$ cat src/rtl/hyperram_cmd_sequencer.sv
// hyperram_cmd_sequencer
// Upstream stage of the HyperRAM controller's s0 port. It accepts Avalon-MM
// pipelined/burst traffic from the host, queues it in a small command FIFO,
// and expands each command into single-word accesses. Each access is a
// one-cycle m_read/m_write strobe, and strobes are spaced so the
// controller's edge detector sees a clean low period between them. Read
// data is returned in order. Writes are paced by a fixed wait because s0
// gives no write acknowledge.
//
// Ports
//   clk, rst           clock, synchronous active-high reset
//   h_*                host-side Avalon-MM slave
//                      (address, read, write, writedata, burstcount,
//                       waitrequest, readdata, readdatavalid)
//   m_*                controller s0 master
//                      (address, read, write, writedata, readdata,
//                       readdatavalid)
//   busy               FIFO non-empty or FSM not idle
//   err_timeout        sticky: a read got no m_readdatavalid in time
//   err_proto          sticky: h_read and h_write were seen together
module hyperram_cmd_sequencer #(
  parameter int CMD_DEPTH = 4,
  parameter int MIN_GAP   = 3,
  parameter int WR_WAIT   = 48,
  parameter int TIMEOUT   = 1023
) (
  input  logic        clk,
  input  logic        rst,
  input  logic [21:0] h_address,
  input  logic        h_read,
  input  logic        h_write,
  input  logic [31:0] h_writedata,
  input  logic [3:0]  h_burstcount,
  output logic        h_waitrequest,
  output logic [31:0] h_readdata,
  output logic        h_readdatavalid,
  output logic [21:0] m_address,
  output logic        m_read,
  output logic        m_write,
  output logic [31:0] m_writedata,
  input  logic [31:0] m_readdata,
  input  logic        m_readdatavalid,
  output logic        busy,
  output logic        err_timeout,
  output logic        err_proto
);

  localparam int PW = $clog2(CMD_DEPTH);
  localparam logic [PW:0] DEPTH_V  = (PW+1)'(CMD_DEPTH);
  localparam logic [9:0]  TO_LAST  = 10'(TIMEOUT - 1);
  localparam logic [9:0]  WW_LAST  = 10'(WR_WAIT - 1);
  localparam logic [9:0]  GAP_LAST = 10'(MIN_GAP - 1);

  typedef enum logic [2:0] {IDLE, ISSUE, WAIT_RD, WAIT_WR, GAP} state_t;

  // Entry layout: {op[58], addr[57:36], count[35:32], data[31:0]}, op=1 is write
  logic [58:0]   fifo_mem [CMD_DEPTH];
  logic [PW-1:0] wr_ptr, rd_ptr;
  logic [PW:0]   fifo_cnt;
  logic          fifo_full, fifo_empty, push, pop;
  logic [58:0]   push_entry, head;

  logic [3:0]    first_count;
  logic [3:0]    wr_left;
  logic [3:0]    wr_idx;
  logic [21:0]   wr_base;

  state_t        state;
  logic          cur_op;
  logic [21:0]   cur_addr;
  logic [3:0]    remaining;
  logic [9:0]    timer;

  assign first_count = (h_burstcount == 4'd0) ? 4'd1 : h_burstcount;
  assign fifo_full   = (fifo_cnt == DEPTH_V);
  assign fifo_empty  = (fifo_cnt == '0);
  assign head        = fifo_mem[rd_ptr];
  assign pop         = (state == GAP) && (timer == GAP_LAST) && (remaining <= 4'd1);

  // A full FIFO still accepts when the head is leaving this cycle. A read
  // must not slip between beats of a write burst, so it stalls until the
  // burst's last beat is in. h_write wins when both requests are high.
  assign h_waitrequest = rst | (fifo_full & ~pop) | (h_read & ~h_write & (wr_left != 4'd0));
  assign push          = (h_read | h_write) & ~h_waitrequest;
  assign busy          = ~fifo_empty | (state != IDLE);

  // Write bursts become one entry per beat, addressed base + beat index
  always_comb begin
    push_entry = '0;
    if (h_write) begin
      if (wr_left != 4'd0)
        push_entry = {1'b1, wr_base + 22'(wr_idx), 4'd1, h_writedata};
      else
        push_entry = {1'b1, h_address, 4'd1, h_writedata};
    end else begin
      push_entry = {1'b0, h_address, first_count, 32'd0};
    end
  end

  always_ff @(posedge clk) begin
    if (rst) begin
      wr_left <= '0;
      wr_idx  <= '0;
      wr_base <= '0;
    end else if (push && h_write) begin
      if (wr_left == 4'd0) begin
        wr_base <= h_address;
        wr_idx  <= 4'd1;
        wr_left <= first_count - 4'd1;
      end else begin
        wr_idx  <= wr_idx + 4'd1;
        wr_left <= wr_left - 4'd1;
      end
    end
  end

  always_ff @(posedge clk) begin
    if (push)
      fifo_mem[wr_ptr] <= push_entry;
  end

  always_ff @(posedge clk) begin
    if (rst) begin
      wr_ptr   <= '0;
      rd_ptr   <= '0;
      fifo_cnt <= '0;
    end else begin
      if (push) wr_ptr <= wr_ptr + 1'b1;
      if (pop)  rd_ptr <= rd_ptr + 1'b1;
      case ({push, pop})
        2'b10:   fifo_cnt <= fifo_cnt + 1'b1;
        2'b01:   fifo_cnt <= fifo_cnt - 1'b1;
        default: fifo_cnt <= fifo_cnt;
      endcase
    end
  end

  // The head stays in the FIFO until its last word completes, so a full
  // FIFO keeps back-pressuring the host during the whole access.
  always_ff @(posedge clk) begin
    if (rst) begin
      state           <= IDLE;
      cur_op          <= 1'b0;
      cur_addr        <= '0;
      remaining       <= '0;
      timer           <= '0;
      m_address       <= '0;
      m_read          <= 1'b0;
      m_write         <= 1'b0;
      m_writedata     <= '0;
      h_readdata      <= '0;
      h_readdatavalid <= 1'b0;
      err_timeout     <= 1'b0;
      err_proto       <= 1'b0;
    end else begin
      h_readdatavalid <= 1'b0;
      if (h_read && h_write)
        err_proto <= 1'b1;
      case (state)
        IDLE: begin
          if (!fifo_empty) begin
            cur_op      <= head[58];
            cur_addr    <= head[57:36];
            remaining   <= head[35:32];
            m_address   <= head[57:36];
            m_writedata <= head[31:0];
            m_read      <= ~head[58];
            m_write     <= head[58];
            state       <= ISSUE;
          end
        end
        ISSUE: begin
          m_read  <= 1'b0;
          m_write <= 1'b0;
          timer   <= '0;
          state   <= cur_op ? WAIT_WR : WAIT_RD;
        end
        WAIT_RD: begin
          if (m_readdatavalid) begin
            h_readdata      <= m_readdata;
            h_readdatavalid <= 1'b1;
            timer           <= '0;
            state           <= GAP;
          end else if (timer == TO_LAST) begin
            h_readdata      <= 32'hDEADBEEF;
            h_readdatavalid <= 1'b1;
            err_timeout     <= 1'b1;
            timer           <= '0;
            state           <= GAP;
          end else begin
            timer <= timer + 10'd1;
          end
        end
        WAIT_WR: begin
          if (timer == WW_LAST) begin
            timer <= '0;
            state <= GAP;
          end else begin
            timer <= timer + 10'd1;
          end
        end
        GAP: begin
          if (timer == GAP_LAST) begin
            timer <= '0;
            if (remaining > 4'd1) begin
              // Next word of a read burst; the 22-bit address wraps naturally
              remaining <= remaining - 4'd1;
              cur_addr  <= cur_addr + 22'd1;
              m_address <= cur_addr + 22'd1;
              m_read    <= ~cur_op;
              m_write   <= cur_op;
              state     <= ISSUE;
            end else begin
              state <= IDLE;
            end
          end else begin
            timer <= timer + 10'd1;
          end
        end
        default: state <= IDLE;
      endcase
    end
  end

endmodule

$ cat config.mk
export PLATFORM = sky130hd
export DESIGN_NAME = hyperram_cmd_sequencer
export DESIGN_NICKNAME = d
export VERILOG_FILES = /design/src/rtl/hyperram_cmd_sequencer.sv
export SDC_FILE = /design/constraint.sdc
export NUM_CORES = 1
export LEC_CHECK = 0
export BUFFER_PORTS_ARGS = -buffer_cell sky130_fd_sc_hd__clkbuf_2
export CELL_PAD_IN_SITES_DETAIL_PLACEMENT = 1
export CELL_PAD_IN_SITES_GLOBAL_PLACEMENT = 1
export CORE_MARGIN = 5
export CORE_UTILIZATION = 41
export CTS_BUF_LIST = sky130_fd_sc_hd__clkbuf_2
export CTS_CLUSTER_SIZE = 25
export DETAILED_ROUTE_END_ITERATION = 10
export GPL_TIMING_DRIVEN = 0
export PLACE_DENSITY_LB_ADDON = 0.1
export SLEW_MARGIN = 0
export SYNTH_ARGS = -nofsm -noshare
export SYNTH_HDL_FRONTEND = slang
export SYNTH_SLANG_ARGS = --single-unit
$ cat constraint.sdc
create_clock -name clk -period 10.7 [get_ports clk]
set_clock_uncertainty 0.2 [all_clocks]
set_input_delay 1.07 -clock clk [delete_from_list [all_inputs] [get_ports clk]]
set_output_delay 1.07 -clock clk [all_outputs]
set_load 0.005 [all_outputs]
==> metrics.yaml, run 1 <==
clocking:
  clk_pin_slew_ns: 0.10
  cts_tree: "done"
  numCtsBuffers: 99
  cts_root_buffer: "clkbuf_2"
  clockBufferDepth: 3
  cts.sinks: 384
  htreeDepth: 3
  clock_latency_ns: 1.01
drt:
  wl_mm: 45.63
  drt-initial-drc-count: 552
  remaining_drc_errors: 0
  route.detailed.wl_per_inst_um: 21.09
  num_vias: 11740
  avgViaCountPerCell: 5.426
  postRouteAntennaNets: 0
  drtPass1Iterations: 5
power_and_ir_drop:
  ir_drop_v: 0.00007916
  power.static_leakage_nw: 6.811
  finalPower_mw: 3.704
  power.density_mw_per_mm2: 197.6
synth:
  async_flop_share_pct: 0
  synth_area_mm2: 0.01603
  synth_top_area_cell: "edfxtp_1"
  syn_area_per_cell_um2: 12.71
  syn-num-nets: 1375
  syn_inst: 1262
  yosysUniqueCellTypes: 68
  yosys.area.top_type_share_pct: 44.20
  ys_warn_count: 0
  synth.top_cells.by_area: "edfxtp_1, dfxtp_1, mux4_2"
  synth_seq_area_share_pct: 62.68
  synthFlopType: "edfxtp_1"
  synth_edf_count: 236
  yosys_register_bits: 384
final_layout:
  fin_nets: 1672
  drive_gt1_share_pct: 28.95
  fin_area_mm2: 0.01874
  area_growth_pct: 16.88
  n_fill_cell: 4203
outcome:
  status: "completed"
worst_hold_path:
  hold_depth: 3
  hold_start: "m_readdata[20]"
  worstHoldEndpoint: "h_readdata[20]"
  min_path_type: "in2reg"
global_route:
  grt_pass1_wl_mm: 70.84
  grt_overflow: 0
  antenna_found_initial: 3
  grt_max_degree: 39
  gr-usage-all-layers_pct: 20.79
  grt_pass1_vias: 12490
worst_setup_path:
  cp_num_buf_inv: 4
  reg2reg_from: "timer[0]"
  cp_slowest_cell: "or4b_1"
  path_cells: "inv_1 > ha_1 > or4b_1 > nor3_2 > a21bo_2 > buf_2 > buf_2 > o311ai_0 > clkbuf_2"
  crit_top_cell: "buf_2"
  crit_type: "reg2out"
  crit_arrival_ns: 3.81
  max_stage_delay_ns: 0.52
  path_delay_family: "simple AND/OR/NAND/NOR gates"
  cp-start-kind: "register"
  cp-end-kind: "output pin"
  crit_fanout: 10
  worstRegToRegCells: 15
  worst_r2r_endpoint: "fifo_cnt[2]"
  reg2reg_slack_ns: 6.89
  cp.required_ns: 9.43
timing:
  finalHoldViolations: 0
  setup_ws_ns: 5.619
  max_freq_ghz: 0.1968
  holdWs_ns: 0.1262
  finalSetupViolations: 0
  maxSlewHeadroom_pct: 40.64
  rsz0062_at_grt: "no"
  drv_slew: 0
  min_period_ns: 5.081
  tightest_slew_ns: 0.8844
  final.setup.tns_ns: 0
  period_share_pct: 47.48
placed_design:
  place_ws_ns: 6.025
  portBuffers: 186
  dp_hpwl_mm: 31.41
  postPlaceCellArea_mm2: 0.01773
  place.gp.congestion: 0.8572
floorplan:
  start_util_pct: 41.49
  pin_count: 188
  die-area_mm2: 0.04316
  core_area_mm2: 0.03865
  rows: 72
  die_w_um: 207.8
  die-height_um: 207.8
run:
  drv_cap: 0
==> tightest hold or removal path: stages <==
cell,delay (ns)
clkbuf_2,0.08
a22oi_1,0.05
nor2_1,0.07
==> report_power, final <==
part / leakage (nW) / internal, mW / switching (mW)
Combinational: 2.70 / 0.305 / 0.512
Clock: 0.731 / 0.419 / 0.612
Sequential: 3.38 / 1.75 / 0.106
==> cell usage after synthesis, types with 8 or more instances <==
master and count:
a22oi_1 8, or3_1 8, dfxtp_1 148, a21oi_1 102
and3_1 11, a211oi_1 14, nand2_1 133, nand3_1 53
nor2_1 49, nand4_1 17, and2_1 41, mux4_2 59
clkbuf_1 67, ha_1 16, inv_1 30, a21o_1 10
buf_2 13, xnor2_1 14, nor3_1 14, edfxtp_1 236
o221a_2 25, o21ai_0 54, o31ai_1 10, a31oi_1 15
==> cells by family after synthesis <==
group	count (synthesis)	synth area share (%)
xor+xnor	19	1.038
mux	61	8.412
buf+inv	120	2.981
fa+ha+maj	18	1.498
compound gates	294	12.17
flops	384	62.68
simple gates	366	11.23
==> how the worst max path moves through the flow <==
stage | cells after the start | endpoint | slack (ns) | start
floorplan | 9 | fifo_mem[0][0] | 6.72 | timer[0]
global placement | 9 | fifo_mem[0][8] | 5.07 | timer[0]
detailed placement | 6 | h_waitrequest | 6.03 | rst
CTS | 9 | h_waitrequest | 5.49 | timer[0]
global route | 9 | h_waitrequest | 5.29 | timer[0]
finish | 9 | h_waitrequest | 5.62 | timer[0]
==> layout make-up <==
class	instances	area, µm²	share of cell area, %
Sequential cell	384	10050	53.63
Inverter	31	116.4	0.6209
Antenna cell	2	5.005	0.02671
Timing Repair Buffer	196	1101	5.875
Tap cell	518	648.1	3.458
Clock inverter	27	146.4	0.7811
Buffer	89	361.6	1.929
Clock buffer	159	795.8	4.246
Multi-Input combinational cell	758	5517	29.44
==> cells in the final DEF, fill, tap and decap left out, types with 25 or more instances in the layout <==
cell,instances
a21oi_1,102
and2_1,37
clkbuf_1,67
clkbuf_2,345
dfxtp_1,148
edfxtp_1,236
inv_1,30
mux4_2,59
nand2_1,133
nand3_1,53
nor2_1,49
o21ai_0,54
o221a_2,25
==> registers in the layout, indices dropped and copies added (netlist names), named ones only <==
signal	count
m_read	1
h_readdata	32
wr_base	22
rd_ptr	2
wr_idx	4
m_writedata	32
state	3
timer	10
err_timeout	1
err_proto	1
fifo_mem	236
h_readdatavalid	1
remaining	4
m_write	1
fifo_cnt	3
wr_left	4
cur_op	1
wr_ptr	2
cur_addr	22
==> metrics by stage <==
stage | cells | utilization (%)
6_report | 2164 | 48.49
3_5_place_dp | 1970 | 45.89
3_3_place_gp | 1966 | 45.57
4_1_cts | 2162 | 48.48
5_1_grt | 2164 | 48.49
2_1_floorplan | 1262 | -
==> repair_timing <==
action | CTS | global route
gates resized for setup | 0 | 0
setup buffers | 0 | 0
hold endpoints to repair | 6 | 0
hold buffers | 6 | 0
setup endpoints to repair | 0 | 0
==> layer usage <==
layer	global-route usage (%)	wire [µm]	share of wire [%]	up-vias
met1	26.18	19710	43	5876
li1	-	-	-	5480
met2	35.62	22570	49	310
met4	6.818	998	2.2	2
met5	0	13	0.028	-
met3	4.881	2337	5.1	74
Power figures use the tool's default switching activity.
==> inputs of run 2 (changes only) <==
clock period = 4.7 ns   (was 10.7 ns; I/O delays follow)
==> metrics.yaml, run 2 (synthesis gave the netlist of run 1 again) <==
drt:
  num_vias: 12440  # +5.9%
  wl_mm: 48.93  # +7.2%
  drt-initial-drc-count: 604  # +9.4%
  postRouteAntennaNets: 0  # unchanged
  route.detailed.wl_per_inst_um: 21.20  # +0.54%
  drtPass1Iterations: 5  # unchanged
  remaining_drc_errors: 0  # unchanged
  avgViaCountPerCell: 5.388  # -0.71%
floorplan:
  die-area_mm2: 0.04316  # unchanged
  die-height_um: 207.8  # unchanged
  start_util_pct: 41.49  # unchanged
  core_area_mm2: 0.03865  # unchanged
  rows: 72  # unchanged
  die_w_um: 207.8  # unchanged
  pin_count: 188  # unchanged
power_and_ir_drop:
  ir_drop_v: 0.0001803  # +130%
  power.density_mw_per_mm2: 425.6  # +120%
  intPower_mw: 5.727  # +130%
  power.static_leakage_nw: 7.377  # +8.3%
  p_switching_mw: 2.852  # +130%
  combPwrFrac_pct: 23.2  # +1.1 points
  clock_power_share_pct: 27.5  # -0.3 points
  netSwitchingFraction_pct: 33.24  # +0.044 points
  seqPwrFrac_pct: 49.3  # -0.8 points
timing:
  tightest_slew_ns: 0.8929  # +0.008490 ns
  max_freq_ghz: 0.2249
  period_share_pct: 94.59
  min_period_ns: 4.446
  holdWs_ns: 0.1297  # +0.003424 ns
  finalSetupViolations: 0  # unchanged
  finalHoldViolations: 0  # unchanged
  maxSlewHeadroom_pct: 40.47  # -0.17 points
  drv_slew: 0  # unchanged
  rsz0062_at_grt: "no"
clocking:
  cts_tree: "done"
  cts_root_buffer: "clkbuf_2"
  htreeDepth: 3  # unchanged
  clockBufferDepth: 3  # unchanged
  numCtsBuffers: 99  # unchanged
  clk_pin_slew_ns: 0.10  # about the same
  cts.sinks: 384  # unchanged
  cts_setup_buffers: 0  # unchanged
  clock_latency_ns: 1.00  # about the same
final_layout:
  regMostFlops: "fifo_mem"
  fin_area_mm2: 0.02016  # +7.6%
  seq_area_mm2: 0.01005  # unchanged
  multi_input_area_mm2: 0.005523  # +0.11%
  final_cell_mix: "clkbuf_2, edfxtp_1, dfxtp_1"
  largest_reg_flops: 236  # unchanged
  drive_gt1_share_pct: 26.68  # -2.3 points
  final_common_cell: "clkbuf_2"
  instances_no_fill: 2308  # +6.7%
  area_growth_pct: 25.72
  n_fill_cell: 4138  # -1.5%
  fin_nets: 1812  # +8.4%
  top_regs: "fifo_mem: 236 flops, h_readdata: 32 flops, m_writedata: 32 flops"
worst_setup_path:
  cp_num_buf_inv: 5  # +1
  crit_type: "reg2out"
  cp.required_ns: 4.03  # -5.40 ns
  path_delay_family: "buffers and inverters"
  cp_slowest_cell: "or3b_2"
  cp-end-kind: "output pin"
  path_cells: "buf_2 > or3b_2 > buf_2 > nor3_2 > a21bo_2 > buf_2 > buf_2 > o311ai_0 > clkbuf_2"
  cp-start-kind: "register"
  max_stage_delay_ns: 0.44  # -0.08 ns
  crit_top_cell: "buf_2"
  crit_arrival_ns: 3.78  # -0.03 ns
  crit_fanout: 10  # unchanged
placed_design:
  place.gp.congestion: 0.8572  # unchanged
  postPlaceCellArea_mm2: 0.01773  # unchanged
  place_inst: 1970  # unchanged
  dp_hpwl_mm: 31.41  # unchanged
  portBuffers: 186  # unchanged
global_route:
  grt_pass1_wl_mm: 76.33  # +7.7%
  grt_max_degree: 39  # unchanged
  antenna_found_initial: 6  # +3
  grt_overflow: 0  # unchanged
  grt_pass1_vias: 13500  # +8.1%
  gr-usage-all-layers_pct: 22.30  # +1.5 points
outcome:
  status: "completed"
run:
  drv_cap: 0  # unchanged
worst_hold_path:
  min_path_type: "in2reg"
-- run 2: changes by cell type in the layout (fill, tap and decap cells not counted) --
cell | before | now
dlygate4sd3_1 | 6 | 146
diode_2 | 2 | 6
nor3_4 | 0 | 1
nor3_2 | 2 | 1
-- run 2: power by group through the flow --
stage,Combinational (mW),Clock (mW),Sequential (mW)
after CTS,2.00,2.44,4.23
after global placement,1.81,0,4.30
after floorplan,1.11,0,4.26
after global routing,2.20,2.63,4.28
final,1.99,2.36,4.23
after detailed placement,1.87,0,4.30
-- run 2: through the flow --
stage	worst slack, ns	utilization (%)	setup TNS [ns]	power [mW]
6_report	0.2542	52.16	0	8.579
2_1_floorplan	0.7208	-	0	5.370
4_1_cts	0.09266	52.08	0	8.665
5_1_grt	0.02360	52.16	0	9.106
3_3_place_gp	-0.9314	45.57	-206.76	6.113
3_5_place_dp	0.9357	45.89	0	6.173
-- run 2: worst reg2reg max path: cells and delay by family (launching register included) --
family	cells	cell delay, ns
AOI/OAI and AO/OA	2	0.34
and+or+nand+nor	4	1.28
adders and majority gates	2	0.41
DFF	1	0.31
xor gates and xnor gates	1	0.07
buffers and inverters	6	1.03
-- run 2: layout make-up --
cell class	instances	share of cell area (%)
Antenna cell	6	0.07448
Buffer	89	1.794
Clock buffer	159	3.948
Clock inverter	27	0.7262
Inverter	31	0.5772
Multi-Input combinational cell	758	27.40
Sequential cell	384	49.85
Tap cell	518	3.215
Timing Repair Buffer	336	12.41
-- run 2: worst paths after layout --
| path | from | end | slack [ns] | cells past startpoint |
|---|---|---|---|---|
| worst max-delay path | state[1] | h_waitrequest | 0.25 | 9 |
| worst min-delay path | m_readdata[0] | h_readdata[0] | 0.13 | 3 |
| worst min register to register | m_writedata[4] | m_writedata[4] | 0.26 | 2 |
| worst max register to register | state[1] | fifo_cnt[2] | 0.98 | 15 |
-- run 2: metal layers --
metal	vias to the layer above	routed length, µm	track usage (%)
met3	86	2342	4.836
met5	-	0	0
met4	0	1264	8.562
met2	343	24590	38.36
met1	6253	20730	27.65
li1	5753	-	-
-- run 2: repair_timing --
item / in CTS / in global routing
setup endpoints to repair: 0 / 1
hold buffers: 145 / 1
hold endpoints to repair: 305 / 1
resized for setup: 0 / 1
